## src/rtl/panel_ctrl.sv

```systemverilog
// Front-panel button conditioner: per-button synchronizer and debouncer, press
// detection, and a halt > run > cont arbiter issuing one-cycle command pulses.
module panel_ctrl #(
    parameter int DB_CYCLES = 16,
    parameter int CNT_W     = 5
) (
    input  logic       clk,
    input  logic       reset,
    input  logic       run_btn,
    input  logic       cont_btn,
    input  logic       halt_btn,
    output logic       run,
    output logic       cont,
    output logic       halt,
    output logic [2:0] btn_level
);

    localparam int RUN  = 0;
    localparam int CONT = 1;
    localparam int HALT = 2;

    localparam logic [CNT_W-1:0] CNT_MAX = CNT_W'(DB_CYCLES - 1);

    logic [2:0]       raw;
    logic [2:0]       s1_q, s_q;
    logic [2:0]       lvl_q, lvl_d;
    logic [CNT_W-1:0] cnt_q [3];
    logic [CNT_W-1:0] cnt_d [3];
    logic [2:0]       press;
    logic [2:0]       pend_q, pend_d;
    logic [2:0]       issue_q, issue_d;

    assign raw = {halt_btn, cont_btn, run_btn};

    // Debounce: the level flips only after DB_CYCLES consecutive mismatching edges.
    always_comb begin
        for (int b = 0; b < 3; b++) begin
            // NOTE: every output gets a default first so no path leaves it unassigned (no latch).
            cnt_d[b] = '0;
            lvl_d[b] = lvl_q[b];
            if (s_q[b] != lvl_q[b]) begin
                if (cnt_q[b] == CNT_MAX) begin
                    lvl_d[b] = s_q[b];
                end else begin
                    cnt_d[b] = cnt_q[b] + 1'b1;
                end
            end
        end
    end

    assign press = lvl_d & ~lvl_q;

    // Arbiter: a halt flushes everything, including presses landing on the same edge;
    // otherwise a press arriving on the clearing edge keeps its pending bit set.
    always_comb begin
        issue_d = '0;
        pend_d  = pend_q | press;
        if (pend_q[HALT]) begin
            issue_d[HALT] = 1'b1;
            pend_d        = press & 3'b100;
        end else if (pend_q[RUN]) begin
            issue_d[RUN] = 1'b1;
            pend_d       = (pend_q & ~3'b001) | press;
        end else if (pend_q[CONT]) begin
            issue_d[CONT] = 1'b1;
            pend_d        = (pend_q & ~3'b010) | press;
        end
    end

    always_ff @(posedge clk or negedge reset) begin
        if (!reset) begin
            s1_q    <= '0;
            s_q     <= '0;
            lvl_q   <= '0;
            pend_q  <= '0;
            issue_q <= '0;
            // NOTE: the counter array is a handful of flops, not a RAM, so it is reset like any register.
            for (int b = 0; b < 3; b++) begin
                cnt_q[b] <= '0;
            end
        end else begin
            // NOTE: non-blocking assignments so every flop samples pre-edge values.
            s1_q    <= raw;
            s_q     <= s1_q;
            lvl_q   <= lvl_d;
            pend_q  <= pend_d;
            issue_q <= issue_d;
            for (int b = 0; b < 3; b++) begin
                cnt_q[b] <= cnt_d[b];
            end
        end
    end

    assign run       = issue_q[RUN];
    assign cont      = issue_q[CONT];
    assign halt      = issue_q[HALT];
    assign btn_level = lvl_q;

endmodule

```

## config.mk

```make
export PLATFORM = sky130hd
export DESIGN_NAME = panel_ctrl
export DESIGN_NICKNAME = d
export VERILOG_FILES = /design/src/rtl/panel_ctrl.sv
export SDC_FILE = /design/constraint.sdc
export NUM_CORES = 1
export LEC_CHECK = 0
export CORE_MARGIN = 2
export CORE_UTILIZATION = 45
export CTS_CLUSTER_DIAMETER = 100
export CTS_CLUSTER_SIZE = 10
export DETAILED_ROUTE_END_ITERATION = 16
export PLACE_DENSITY = 0.64
export SETUP_SLACK_MARGIN = 0.15
export SLEW_MARGIN = 20
export SYNTH_ARGS = -nofsm -noshare
export SYNTH_HDL_FRONTEND = slang
export SYNTH_SLANG_ARGS = --single-unit
```

## constraint.sdc

```tcl
create_clock -name clk -period 1.4 [get_ports clk]
set_input_delay 0.21 -clock clk [delete_from_list [all_inputs] [get_ports clk]]
set_output_delay 0.21 -clock clk [all_outputs]
set_load 0.01 [all_outputs]
```

==> results.md <==
- Clock latency on the worst-skew pair: roughly 330 ps
- Layout Nets: 118
- Hold Path Class: in2async
- Tightest Pin Transition: around 340 ps
- Top cells by area, synth: dfrtp_1 (68%), xor2_1 (7.1%), nor2_1 (4.4%)
- Core Area: roughly 2300 µm²
- Required @ worst endpoint: ~1600 ps
- Area leader, netlist: dfrtp_1
- Final Max Tran Viols: 0
- CP endpoint kind: flip-flop
- Final WL: between 1.5 and 2 mm
- R2R setup slack: about 170 ps
- Clk sinks: 30
- Clock-pin transition on the worst setup and hold timing paths: 90 ps
- Final std cells w/o fill: approximately 140
- Max Root-Sink Buffers: 2
- Setup tns final: 0 ps
- Drt initial violations: 5
- Post-DP HPWL: roughly 1.1 mm
- Min Tclk post-route: between 1000 and 1500 ps
- Top delay family on crit path: flip-flops
- Power per cell area: 1080 nW/µm²
- Root Buffer: clkbuf_4
- Final hold slack: approximately 250 ps
- Crit start category: flip-flop
- Dpl cells: 122
- Crit-path slowest cell: dfrtp_1
- Slew HR: 0.768
- Leakage: about 0.73 nW
- Die X: ~54 µm
- I/O Buffers: 10
- First-pass GRT wire length: 2.82 mm
- Worst-path cell chain: ha_4 -> nand3_4 -> nor2_4 -> mux2_4
- Placed cell area: around 1200 µm²
- Max rail drop VDD: between 0.8 and 0.9 mV
- Share of cells above drive strength 1: 0.252
- Initial antenna violation count: 0
- Kind of critical path: reg2reg
- Worst Skew: 9.54 ps
- Die area: between 2000 and 3000 µm²
- Row count: 17
- Final Instance Area: about 1400 µm²
- Avg Inst Size Synth: about 13 µm²
- Largest net degree at the start of global routing: 31
- Area delta synth->final: 29.8%
- Final worst path period share: 0.876
- Vias per cell: about 4.9
- DR pass1 iterations: 2
- RSZ-0062 raised after global routing: true
- N_diodes: 0
- Outcome: finished, final reports clean
- Most common library cell in the layout ignoring fill and taps: dfrtp_1
- Die height: 53.6 µm
- Max cap viols: 0
- Synthesized instance count: 83
- Unique masters post-synth: 18
- CP arrival: ~1400 ps
- CP bufs+invs: 0
- Cell count along the critical path: 4
- Num CTS Buffers: 5
- CTS HTree Levels: 2
- Worst R2R Path Depth: 4
- GPL Wtd Cong: ~0.67
- Synth warn: 0
- Most frequent cells in the layout: dfrtp_1 (30), nor2_1 (11), buf_4 (10)
- Vias in the first global route: 659
- Via count: between 600 and 700
- Drt drc: 0
- Crit path max fanout: 4
- Achievable Freq: approximately 820 MHz
- Grt ovf: 0
- Final hold vios: 0
- Seq cells post-synth: 30
- CP peak stage delay: ~400 ps
- Setup-failing EPs final: 0
- Total Routing Usage GR: 0.155
- WL/cell: between 10 and 15 µm
- Initial core utilization: 0.487
- Post-Syn Area: between 1000 and 1500 µm²
- Final core utilization: 0.632
- Io pins: 11
- CTS tree: done
- Yosys top cell area share: 0.678
- Mapped Nets: 91
- Routed Antenna Nets: 0
- Seq/Total Area, Yosys: 0.678
-- cells in the mapped netlist --
master / n
mux2_2: 2
and4b_4: 1
o21ai_1: 2
nor2_1: 13
xor2_1: 9
a32oi_1: 1
dfrtp_1: 30
o21ai_0: 1
nand3_2: 1
and3_1: 4
nor3b_1: 1
nor4b_1: 1
nor2b_1: 1
mux2_4: 1
and2_1: 3
nand3_1: 5
inv_1: 4
ha_1: 3
-- state kept, by name, indices dropped and copies added (netlist names) --
| signal | cells |
|---|---|
| issue_q | 3 |
| btn_level | 3 |
| pend_q | 3 |
| s1_q | 3 |
| s_q | 3 |
| cnt_q | 15 |
-- per-stage QoR --
step                      worst slack [ps]  power (mW)
after floorplan                        183       0.969
after global placement                 152        1.01
after detailed placement               128        1.01
after CTS                              153        1.55
after global routing                   121        1.65
final                                  173        1.55
-- metal layers --
layer	routed length (µm)	up-vias	global-route usage
li1	-	330	-
met1	792	329	0.166
met2	805	14	0.224
met3	97	2	0.0833
met4	25	0	0.128
met5	0	-	0
-- worst paths after layout --
check,to,start
worst max-delay path,btn_level[2],cnt_q[1]
worst min-delay path,cnt_q[7],reset
worst max register to register,btn_level[2],cnt_q[1]
worst min register to register,s_q[1],s1_q[1]
max in group asynchronous,cnt_q[13],reset
min in group clk,s1_q[0],run_btn
-- logic make-up (layout without fill, tap and decap cells) --
group                    count (synthesis)  after routing  share of synthesized area
flip-flops                              30             30                      0.678
buffers and inverters                    4             32                     0.0136
AND/OR/NAND/NOR                         30             30                      0.148
adder cells (fa/ha/maj)                  3              3                     0.0339
AO/OA/AOI/OAI                            4              4                     0.0215
multiplexers                             3              3                     0.0339
XOR/XNOR                                 9              9                     0.0712
-- layout make-up --
class	count	area [µm²]
fillers	180	838
multi-input cells	49	405
well taps	28	35.0
inverters	4	15.0
clock inverters	1	5.00
clock buffers	7	55.1
flip-flops and latches	30	751
repair buffers	20	171
-- worst reg2reg max path: cells and delay by family, from the launching register on --
kind          cells  cell delay [ps]
simple gates      2              240
flops             1              400
mux               1              300
fa+ha+maj         1              170
-- where the power goes --
part           internal [mW]  total, mW  switching [mW]
sequential             0.896      0.925          0.0293
clock                  0.243      0.520           0.277
combinational         0.0587      0.106          0.0471
total                   1.20       1.55           0.353
-- repair_timing --
action,in CTS,in global routing
pin swaps,0,3
hold buffers,0,0
hold endpoints to repair,0,0
endpoints found under the setup margin,11,10
buffers inserted,5,4
gates resized for setup,10,12
Power figures use the tool's default switching activity.
